===== src/rtl/risc15_pkg.sv =====
// Shared types for the RISC15 boot path: loader states and data widths.
package risc15_pkg;

    localparam int WORD_W = 16;
    localparam int BYTE_W = 8;

    typedef enum logic [3:0] {
        S_ADDR_HI = 4'd0,
        S_ADDR_LO = 4'd1,
        S_CNT_HI  = 4'd2,
        S_CNT_LO  = 4'd3,
        S_DATA_HI = 4'd4,
        S_DATA_LO = 4'd5,
        S_CHECK   = 4'd6,
        S_DONE    = 4'd7,
        S_ERROR   = 4'd8
    } state_t;

endpackage


===== src/rtl/boot_timeout.sv =====
// Idle-cycle counter: expired fires on the idle cycle that completes TIMEOUT
// consecutive idle cycles, unless a byte clears it on that same cycle.
module boot_timeout #(
    parameter int TIMEOUT = 1024,
    parameter int TMO_W   = 11
) (
    input  logic clk,
    input  logic reset,
    input  logic clr,
    input  logic en,
    output logic expired
);

    localparam logic [TMO_W-1:0] LAST = TMO_W'(TIMEOUT - 1);

    logic [TMO_W-1:0] count;

    always_ff @(posedge clk) begin
        if (reset) begin
            count <= '0;
        end else if (clr) begin
            count <= '0;
        end else if (en) begin
            count <= count + 1'b1;
        end
    end

    assign expired = en && !clr && (count == LAST);

endmodule


===== src/rtl/boot_loader.sv =====
// Byte-stream boot loader: assembles 16-bit words into memory, verifies an
// XOR checksum, then releases the RISC15 core via cpu_run.
module boot_loader
    import risc15_pkg::*;
#(
    parameter int ADDR_W  = 16,
    parameter int TIMEOUT = 1024,
    parameter int TMO_W   = 11
) (
    input  logic                clk,
    input  logic                reset,
    input  logic [BYTE_W-1:0]   in_data,
    input  logic                in_valid,
    output logic                in_ready,
    output logic [ADDR_W-1:0]   mem_addr,
    output logic [WORD_W-1:0]   mem_wdata,
    output logic                mem_we,
    output logic                cpu_run,
    output logic                load_error,
    output logic [WORD_W-1:0]   words_loaded
);

    state_t              state;
    logic [BYTE_W-1:0]   hdr_hi;
    logic [BYTE_W-1:0]   data_hi;
    logic [BYTE_W-1:0]   csum;
    logic [ADDR_W-1:0]   addr;
    logic [WORD_W-1:0]   remaining;
    logic                accept;
    logic                tmo_en;
    logic                expired;

    assign accept = in_valid && in_ready;

    // The line may idle forever before the first header byte arrives.
    assign tmo_en = (state != S_ADDR_HI) && (state != S_DONE)
                 && (state != S_ERROR);

    boot_timeout #(
        .TIMEOUT (TIMEOUT),
        .TMO_W   (TMO_W)
    ) u_timeout (
        .clk     (clk),
        .reset   (reset),
        .clr     (accept),
        .en      (tmo_en),
        .expired (expired)
    );

    always_ff @(posedge clk) begin
        if (reset) begin
            state        <= S_ADDR_HI;
            in_ready     <= 1'b1;
            mem_addr     <= '0;
            mem_wdata    <= '0;
            mem_we       <= 1'b0;
            cpu_run      <= 1'b0;
            load_error   <= 1'b0;
            words_loaded <= '0;
            hdr_hi       <= '0;
            data_hi      <= '0;
            csum         <= '0;
            addr         <= '0;
            remaining    <= '0;
        end else begin
            mem_we <= 1'b0;
            if (accept) begin
                unique case (state)
                    S_ADDR_HI: begin
                        hdr_hi <= in_data;
                        state  <= S_ADDR_LO;
                    end
                    S_ADDR_LO: begin
                        addr  <= ADDR_W'({hdr_hi, in_data});
                        state <= S_CNT_HI;
                    end
                    S_CNT_HI: begin
                        hdr_hi <= in_data;
                        state  <= S_CNT_LO;
                    end
                    S_CNT_LO: begin
                        remaining <= {hdr_hi, in_data};
                        if ({hdr_hi, in_data} == '0) begin
                            state <= S_CHECK;
                        end else begin
                            state <= S_DATA_HI;
                        end
                    end
                    S_DATA_HI: begin
                        data_hi <= in_data;
                        csum    <= csum ^ in_data;
                        state   <= S_DATA_LO;
                    end
                    S_DATA_LO: begin
                        mem_we       <= 1'b1;
                        mem_wdata    <= {data_hi, in_data};
                        mem_addr     <= addr;
                        addr         <= addr + 1'b1;
                        words_loaded <= words_loaded + 1'b1;
                        remaining    <= remaining - 1'b1;
                        csum         <= csum ^ in_data;
                        if (remaining == WORD_W'(1)) begin
                            state <= S_CHECK;
                        end else begin
                            state <= S_DATA_HI;
                        end
                    end
                    S_CHECK: begin
                        in_ready <= 1'b0;
                        if (in_data == csum) begin
                            state   <= S_DONE;
                            cpu_run <= 1'b1;
                        end else begin
                            state      <= S_ERROR;
                            load_error <= 1'b1;
                        end
                    end
                    default: begin
                        state <= state;
                    end
                endcase
            end else if (expired) begin
                state      <= S_ERROR;
                load_error <= 1'b1;
                in_ready   <= 1'b0;
            end
        end
    end

endmodule


===== config.mk =====
export PLATFORM = sky130hd
export DESIGN_NAME = boot_loader
export DESIGN_NICKNAME = d
export VERILOG_FILES = /design/src/rtl/risc15_pkg.sv /design/src/rtl/boot_timeout.sv /design/src/rtl/boot_loader.sv
export SDC_FILE = /design/constraint.sdc
export NUM_CORES = 1
export LEC_CHECK = 0
export ABC_AREA = 1
export CORE_ASPECT_RATIO = 0.75
export CORE_MARGIN = 2
export CORE_UTILIZATION = 54
export DETAILED_ROUTE_END_ITERATION = 10
export PLACE_DENSITY = 0.85
export SLEW_MARGIN = 20
export SYNTH_ARGS = -nofsm -noshare
export SYNTH_HDL_FRONTEND = slang
export SYNTH_SLANG_ARGS = --single-unit

===== constraint.sdc =====
create_clock -name clk -period 2.6 [get_ports clk]
set_input_delay 0.65 -clock clk [delete_from_list [all_inputs] [get_ports clk]]
set_output_delay 0.65 -clock clk [all_outputs]
set_load 0.005 [all_outputs]

==> results.cfg, run 1 <==
[yosys]
synth_ff_type = dfxtp_1
ys_seq_area_share_pct = 42.76
async_reset_ff_share_pct = 0
syn_inst = 830
syn_nets = 846
synth.mux.area_fraction_pct = 0
synth_compound_area_share_pct = 20.80
synthesis.area_mm2 = 0.005758
synth-seq-cells = 123
yosys.area.top_type = dfxtp_1
synth_area_per_cell_um2 = 6.937
synth_top_cell_area_share_pct = 42.76
yosysUniqueCellTypes = 36
post_synth_main_area_contributors = dfxtp_1 43%, nand2_1 12%, a21oi_1 8.5%
yosysWarnings = 0
synthXorXnorAreaFrac_pct = 2.586
synth-simple-area-share_pct = 25.29
synthAdderAreaFrac_pct = 1.086
synth_edf_count = 0
synth_top_family_by_area = simple AND/OR/NAND/NOR gates

[drt]
num_vias = 5797
dr.pass1.iters = 6
m1WireLength_mm = 7.045
drt_iter0_markers = 762
met3_length_mm = 1.087
routed_wl_mm = 15.41
ant_nets = 0
viasPerCell = 5.553
dr_wl_met2_mm = 6.947
wl_per_cell_um = 14.76
drc = 0
maxUsedRoutingLayer = met4

[timing]
final_hold_viol_count = 0
clock.fmax_ghz = 0.4918
relSlewSlack_pct = 65.47
holdWs_ns = 0.4647
finClkSkew_ns = 0.005211
layout_min_cycle_time_ns = 2.033
worst-slew-pin-transition_ns = 0.5167
setup_tns_ns = 0
layout_worst_path_cycle_share_pct = 78.20
drv_slew = 0
rsz0062_at_grt = no
final-setup-viol-count = 0

[critical_path]
path_class = reg -> out
crit_fanout = 5
worstPathCellList = clkdlybuf4s50_1
r2r_slack_ns = 0.60
worstSetupStartpoint = words_loaded[1]
cp_slowest_stage_delay_ns = 0.54
cp_top_family = buffers and inverters
worstSetupStartpointType = flop
cp_num_cells = 1
worstReg2RegEnd = csum[1]
cp-endpoint = words_loaded[1]
arrival_ns = 1.38
cp_slowest_cell = clkdlybuf4s50_1
cp_num_buf_inv = 1
cp-end-kind = primary output
reg2reg_depth = 9
worstPathRequired_ns = 1.95
regToRegStartpoint = state[0]

[cts]
clockBufferDepth = 2
cts_setup_buffers = 0
h-tree-depth = 4
clk_latency_ns = 0.42
clk_root_buffer_cell = clkbuf_16
cts_made_buffers = 17
cts_tree = done
post_cts_resized = 0
clk_pin_slew_ns = 0.06
cts-hold-fix-buffers = 0
cts_sinks = 123

[power_and_ir_drop]
clkPwrFrac_pct = 51.4
power_mw = 4.661
p_switching_mw = 1.053
netSwitchingFraction_pct = 22.59
p_leak_nw = 2.791
ir_drop_mv = 0.5313
seq_power_share_pct = 42.2
power.density_mw_per_mm2 = 651.8
combinationalPowerShare_pct = 6.4
internal_power_mw = 3.608

[floorplan]
fp.dieH_um = 93.43
start_util_pct = 55.74
io_pins = 63
core_mm2 = 0.01033
die_area_mm2 = 0.01151
rows = 32
die_x_um = 123.2

[placed_design]
dp_hpwl_mm = 10.22
placed_area_mm2 = 0.006564
place_congestion = 0.9901
io_buffers = 62

[grt]
grt_pass1_vias = 5125
antenna_found_initial = 0
grt_start_max_net_pins = 38
grt_overflow = 0
grtUsageTotal_pct = 27.65
grt_pass1_wl_mm = 25.07

[finish]
syn_to_final_growth_pct = 24.19
final_area_mm2 = 0.007151
fin_nets = 913
fill_cells = 837
drive_above_1_share_pct = 7.269
antenna_cells = 0

[min_path]
hold_path_class = reg -> reg

[outcome]
outcome = finished, final reports clean

[run]
max_cap_viol_count = 0
-- registers in the layout (all words and copies together), names as in the netlist --
signal	count
mem_addr	16
mem_wdata	16
state	4
load_error	1
in_ready	1
u_timeout.count	11
remaining	16
data_hi	8
csum	8
words_loaded	16
mem_we	1
cpu_run	1
addr	16
hdr_hi	8
-- cell type report --
class                           instances  area, um^2  share of cell area [%]
Clock inverter                         10       150.1                   2.100
Timing Repair Buffer                   80       768.2                   10.74
Multi-Input combinational cell        597        2870                   40.14
Inverter                               78       292.8                   4.094
Sequential cell                       123        2462                   34.44
Clock buffer                           20       436.7                   6.107
Tap cell                              136       170.2                   2.380
-- power groups by stage --
| stage | sequential (mW) | combinational (mW) | clock (mW) |
|---|---|---|---|
| after floorplan | 1.99 | 0.195 | 0 |
| final | 1.97 | 0.299 | 2.40 |
| after global placement | 2.00 | 0.282 | 0 |
| after global routing | 1.97 | 0.330 | 2.49 |
| after CTS | 1.96 | 0.293 | 2.40 |
| after detailed placement | 2.00 | 0.288 | 0 |
-- cells in the mapped netlist, types with 2 or more instances --
master      n
a211oi_1    5
a211oi_2    2
a21oi_1    98
a31oi_1    15
buf_2       8
buf_4       2
clkbuf_1   22
dfxtp_1   123
ha_1        5
inv_1      71
inv_2       7
nand2_1   180
nand3_1    34
nand4_1     6
nor2_1    102
nor2_4      2
nor3_1     17
o21a_1      3
o21ai_0    89
o21ai_1     7
or2_2       2
xnor2_1     8
xor2_1      9
-- metal layers --
metal	vias up	track usage, %
met5	-	0
met4	0	10.51
met3	37	5.732
met2	249	42.12
met1	2639	38.41
li1	2872	-
-- kinds of logic (layout without fill, tap and decap cells) --
group | count (synthesis) | count (layout)
AO/OA/AOI/OAI | 224 | 224
flip-flops | 123 | 123
AND/OR/NAND/NOR | 351 | 351
XOR/XNOR | 17 | 17
buffers and inverters | 110 | 188
adder cells (fa/ha/maj) | 5 | 5
-- cells in the final DEF (no fill, tap or decap), drive strengths merged, types with 9 or more instances in the layout --
cell type,instances
a21oi,98
a31oi,15
buf,18
clkbuf,20
clkdlybuf4s50,62
dfxtp,123
inv,78
nand2,182
nand3,34
nor2,106
nor3,17
o21ai,97
xor2,9
-- worst min path at each step --
stage / start / endpoint / slack [ns] / depth (start not counted)
after global routing: data_hi[4] / mem_wdata[12] / 0.47 / 2
final: data_hi[3] / mem_wdata[11] / 0.46 / 2
after detailed placement: data_hi[2] / mem_wdata[10] / 0.45 / 2
after floorplan: data_hi[6] / mem_wdata[14] / 0.44 / 2
after CTS: data_hi[3] / mem_wdata[11] / 0.46 / 2
after global placement: load_error / load_error / 0.44 / 2
-- metrics by stage --
stage	worst slack (ns)	std cells	util [%]
after global routing	0.3747	1044	69.22
after detailed placement	0.2161	1014	63.54
after global placement	0.3218	1014	63.54
after CTS	0.5737	1044	69.22
after floorplan	0.8961	830	-
final	0.5668	1044	69.22
No activity file was read; power rests on OpenSTA's default activity.
==> run 2: changes to the inputs <==
--- a/config.mk
+++ b/config.mk
@@ -8,9 +8,9 @@
 export ABC_AREA = 1
 export CORE_ASPECT_RATIO = 0.75
 export CORE_MARGIN = 2
-export CORE_UTILIZATION = 54
+export CORE_UTILIZATION = 51
 export DETAILED_ROUTE_END_ITERATION = 10
-export PLACE_DENSITY = 0.85
+export PLACE_DENSITY = 0.84
 export SLEW_MARGIN = 20
 export SYNTH_ARGS = -nofsm -noshare
 export SYNTH_HDL_FRONTEND = slang
==> constraint.sdc (replaced) <==
create_clock -name clk -period 1.8 [get_ports clk]
set_input_delay 0.45 -clock clk [delete_from_list [all_inputs] [get_ports clk]]
set_output_delay 0.45 -clock clk [all_outputs]
set_load 0.005 [all_outputs]
==> run 2 against run 1 <==
Against the previous run: clock power up 61%; clock-buffer cell count down 1; critical path depth unchanged; sequential power up 44%; non-clock buffer count up 45; largest power group unchanged; wire length up 4.4%; sequential share of layout area down 2.1 points; via count up 3.2%; register-to-register slack worse by 0.49 ns; design area up 7.3%; die area up 5.7%; utilization up 0.61 points; critical endpoint is now words_loaded[13].
==> results.cfg, run 2 (same netlist as run 1, synthesis figures left out) <==
[outcome]
outcome = finished, final reports clean

[floorplan]
rows = 33
io_pins = 63
fp.dieH_um = 96.02
start_util_pct = 52.43
die_area_mm2 = 0.01217
core_mm2 = 0.01098
die_x_um = 126.7

[cts]
clockBufferDepth = 2
cts_sinks = 123
clk_latency_ns = 0.42
h-tree-depth = 4
cts_made_buffers = 17
clk_pin_slew_ns = 0.06
clk_root_buffer_cell = clkbuf_16
cts_tree = done

[critical_path]
worstSetupStartpointType = flop
path_class = reg -> out
crit_fanout = 4
cp_top_family = buffers and inverters
cp-end-kind = primary output
cp_slowest_cell = clkdlybuf4s50_1
worstPathCellList = clkdlybuf4s50_1
cp_num_buf_inv = 1
arrival_ns = 1.33
worstPathRequired_ns = 1.35
cp_slowest_stage_delay_ns = 0.53

[finish]
drive_above_1_share_pct = 13.93
antenna_cells = 0
fin_cells = 1095
mostFrequentLayoutCells = 179 x nand2_1, 114 x dfxtp_1, 99 x nor2_1
syn_to_final_growth_pct = 33.20
fin_nets = 958
layout_commonest_cell = nand2_1

[timing]
finClkSkew_ns = 0.009053
clock.fmax_ghz = 0.5610
layout_min_cycle_time_ns = 1.783
final_hold_viol_count = 0
rsz0062_at_grt = no
relSlewSlack_pct = 76.05
worst-slew-pin-transition_ns = 0.3579
drv_slew = 0
layout_worst_path_cycle_share_pct = 99.03
final-setup-viol-count = 0
setup_slack_ns = 0.01749

[drt]
ant_nets = 0
dr.pass1.iters = 5
routed_wl_mm = 16.09
num_vias = 5985
viasPerCell = 5.466
wl_per_cell_um = 14.69
drc = 0
drt_iter0_markers = 531

[grt]
grt_start_max_net_pins = 60
grt_pass1_vias = 5443
grtUsageMet3_pct = 6.782
grt-busiest-layer = met2
grt_pass1_wl_mm = 26.08
antenna_found_initial = 0
met1_usage_pct = 35.17
grt_overflow = 0
met2_usage_pct = 44.23
grtUsageTotal_pct = 27.01

[power_and_ir_drop]
ir_drop_mv = 0.8855
power.density_mw_per_mm2 = 938.2
p_leak_nw = 3.068

[run]
max_cap_viol_count = 0

[placed_design]
dp_slack_ns = -0.2170
place_congestion = 0.9832
dp_cells = 1061
io_buffers = 62
dp_hpwl_mm = 10.71

[min_path]
hold_path_class = reg -> reg
==> run 2: repair_timing <==
item / in CTS / in global routing
resized for setup: 4 / 19
cloned: 0 / 0
setup buffers: 0 / 2
setup endpoints to repair: 4 / 31
hold buffers: 0 / 0
==> run 2: where the power goes <==
part | internal, mW | switching [mW]
sequential | 2.78 | 0.0583
combinational | 0.202 | 0.304
clock | 2.62 | 1.24
==> run 2: stage by stage <==
stage               instance area, um^2  setup TNS, ns  hold slack [ns]  total power [mW]  util (%)
global placement                   6917         -8.426           0.4444             3.362     62.98
floorplan                          5758              0           0.4360             3.158         -
CTS                                7586              0           0.4575             7.211     69.07
finish                             7670              0           0.4582             7.196     69.83
detailed placement                 6917         -12.18           0.4472             3.373     62.98
global route                       7670              0           0.4739             7.404     69.83
==> run 2: layout make-up <==
cell class / count / area (um^2)
clock buffer: 19 / 442.9
clock inverter: 13 / 221.5
fill: 863 / 3313
inverter: 78 / 292.8
multi-input combinational: 597 / 2912
sequential: 123 / 2479
tap: 140 / 175.2
timing repair buffer: 125 / 1147
==> run 2: final timing paths <==
path,from,to,slack [ns],cells after the start
worst max register to register,state[3],csum[3],0.11,10
worst min-delay path,hdr_hi[7],hdr_hi[7],0.46,2
worst max-delay path,words_loaded[13],words_loaded[13],0.02,1
worst min register to register,hdr_hi[7],hdr_hi[7],0.46,2
==> run 2: layer usage <==
layer	wire length, um	up-vias
met4	315	0
met3	1160	28
met5	0	-
li1	-	2971
met1	7192	2735
met2	7421	251
==> run 2: worst reg2reg max path: cells and delay by family, from the launching register on <==
kind / cells / cell delay [ns]
buffers and inverters: 4 / 0.49
AO/OA/AOI/OAI: 2 / 0.29
flip-flops: 1 / 0.37
AND/OR/NAND/NOR: 4 / 0.44
==> run 3: changes to the inputs <==
--- a/config.mk
+++ b/config.mk
@@ -6,8 +6,6 @@
 export NUM_CORES = 1
 export LEC_CHECK = 0
 export ABC_AREA = 1
-export CORE_ASPECT_RATIO = 0.75
-export CORE_MARGIN = 2
 export CORE_UTILIZATION = 51
 export DETAILED_ROUTE_END_ITERATION = 10
 export PLACE_DENSITY = 0.84
==> constraint.sdc (replaced) <==
create_clock -name clk -period 1.8 [get_ports clk]
set_input_delay 0.45 -clock clk [delete_from_list [all_inputs] [get_ports clk]]
set_output_delay 0.45 -clock clk [all_outputs]
set_load 0.01 [all_outputs]
==> run 3 against run 2 <==
Against the previous run: via count fell by 0.92%; setup slack improved by 0.017 ns; clock-buffer cell count up 2; cell count is 0.37% lower; wire length is 4.6% lower.
==> results.cfg, run 3 (same netlist as run 1, synthesis figures left out) <==
[cts]
cts_made_buffers = 17
h-tree-depth = 4
cts_sinks = 123
clk_pin_slew_ns = 0.06
cts_tree = done
clk_root_buffer_cell = clkbuf_16
clk_latency_ns = 0.42
clockBufferDepth = 2

[timing]
clock.fmax_ghz = 0.5663
final_hold_viol_count = 0
rsz0062_at_grt = yes
final-setup-viol-count = 0
relSlewSlack_pct = 77.99
drv_slew = 0
layout_min_cycle_time_ns = 1.766
worst-slew-pin-transition_ns = 0.3267
layout_worst_path_cycle_share_pct = 98.11
finClkSkew_ns = 0.01173

[power_and_ir_drop]
seq_power_share_pct = 41.9
netSwitchingFraction_pct = 23.44
combinationalPowerShare_pct = 7.1
clkPwrFrac_pct = 51.0
p_leak_nw = 3.197
ir_drop_mv = 0.6358
p_switching_mw = 1.584
power_mw = 6.759
power.density_mw_per_mm2 = 898.5
internal_power_mw = 5.175

[finish]
syn_to_final_growth_pct = 30.66
drive_above_1_share_pct = 12.41
fin_nets = 954
mostFrequentLayoutCells = 179 x nand2_1, 119 x dfxtp_1, 100 x nor2_1
layout_commonest_cell = nand2_1
antenna_cells = 0
utilization_pct = 68.80

[placed_design]
io_buffers = 62
place_congestion = 0.9689
dp_hpwl_mm = 10.36

[drt]
wl_per_cell_um = 14.07
dr_wl_met2_mm = 7.214
num_vias = 5930
maxUsedRoutingLayer = met4
m1WireLength_mm = 6.735
routed_wl_mm = 15.35
drt_iter0_markers = 616
met3_length_um = 913
dr.pass1.iters = 5
ant_nets = 0
viasPerCell = 5.435
drc = 0

[critical_path]
cp-end-kind = primary output
cp_slowest_stage_delay_ns = 0.55
crit_fanout = 2
cp_top_family = buffers and inverters
r2r_slack_ns = 0.05
worstReg2RegEnd = words_loaded[9]
regToRegStartpoint = state[2]
worstSetupStartpointType = flop
worstPathRequired_ns = 1.35
cp_num_buf_inv = 1
arrival_ns = 1.32
cp_slowest_cell = clkdlybuf4s50_1
worstPathCellList = clkdlybuf4s50_1
reg2reg_depth = 9
path_class = reg -> out

[outcome]
outcome = finished, final reports clean

[floorplan]
io_pins = 63
die_x_um = 108.3
die_area_mm2 = 0.01172
core_mm2 = 0.01094
rows = 38
start_util_pct = 52.65
fp.dieH_um = 108.3

[min_path]
hold_depth = 2
hold-path-endpoint = mem_wdata[10]
min-delay-start = data_hi[2]
hold_path_class = reg -> reg

[grt]
grt_pass1_vias = 5390
grt_start_max_net_pins = 38
grt_overflow = 0
grt_pass1_wl_mm = 24.58
antenna_found_initial = 0
grtUsageTotal_pct = 26.90

[run]
max_cap_viol_count = 0
-- run 3: final cells by class --
class,count,area (um^2)
Fill cell,855,3412
Multi-Input combinational cell,597,2882
Sequential cell,123,2467
Timing Repair Buffer,120,1106
Clock buffer,21,450.4
Inverter,78,292.8
Tap cell,140,175.2
Clock inverter,11,142.6
Timing Repair inverter,1,7.507
-- run 3: power by group through the flow --
stage	clock, mW	combinational [mW]	sequential, mW
after floorplan	0	0.282	2.88
after global routing	3.60	0.528	2.84
after CTS	3.47	0.467	2.83
after detailed placement	0	0.459	2.89
after global placement	0	0.448	2.89
final	3.44	0.480	2.83
-- run 3: timing repair --
action / CTS / global route
pin swaps: 0 / 1
gates cloned: 0 / 1
gates resized for setup: 9 / 16
setup buffers: 0 / 3
hold buffers: 0 / 0
endpoints found under the setup margin: 8 / 21
-- run 3: worst max path at each step --
stage	startpoint	end	slack (ns)	depth (start not counted)
2_1_floorplan	in_valid	csum[6]	0.30	9
3_3_place_gp	in_valid	addr[7]	-0.15	9
3_5_place_dp	in_valid	addr[14]	-0.22	8
4_1_cts	words_loaded[6]	words_loaded[6]	0.003	1
5_1_grt	state[0]	words_loaded[9]	-0.11	8
6_report	mem_wdata[12]	mem_wdata[12]	0.03	1
-- run 3: through the flow --
stage / cells / area, um^2 / setup slack, ns / hold WS (ns) / TNS (ns)
after floorplan: 830 / 5758 / 0.2961 / 0.4360 / 0
after global placement: 1055 / 6867 / -0.1530 / 0.4484 / -3.908
after detailed placement: 1055 / 6867 / -0.2159 / 0.4534 / -7.282
after CTS: 1087 / 7456 / 0.003305 / 0.4636 / 0
after global routing: 1091 / 7523 / -0.1101 / 0.4842 / -0.2291
final: 1091 / 7523 / 0.03406 / 0.4614 / 0
-- run 3: routing by layer --
metal / global-route usage, % / vias to the layer above
li1: - / 2953
met1: 33.90 / 2690
met2: 43.22 / 243
met3: 5.606 / 44
met4: 14.29 / 0
met5: 0 / -
-- run 3: worst register-to-register path, cell delays in order (launching register included) --
cell	delay, ns
dfxtp_1	0.41
nand2_2	0.08
buf_4	0.16
nor2_8	0.16
nand2_4	0.09
buf_12	0.13
nor2_4	0.13
nand4_1	0.18
o21ai_0	0.23
a21oi_1	0.06
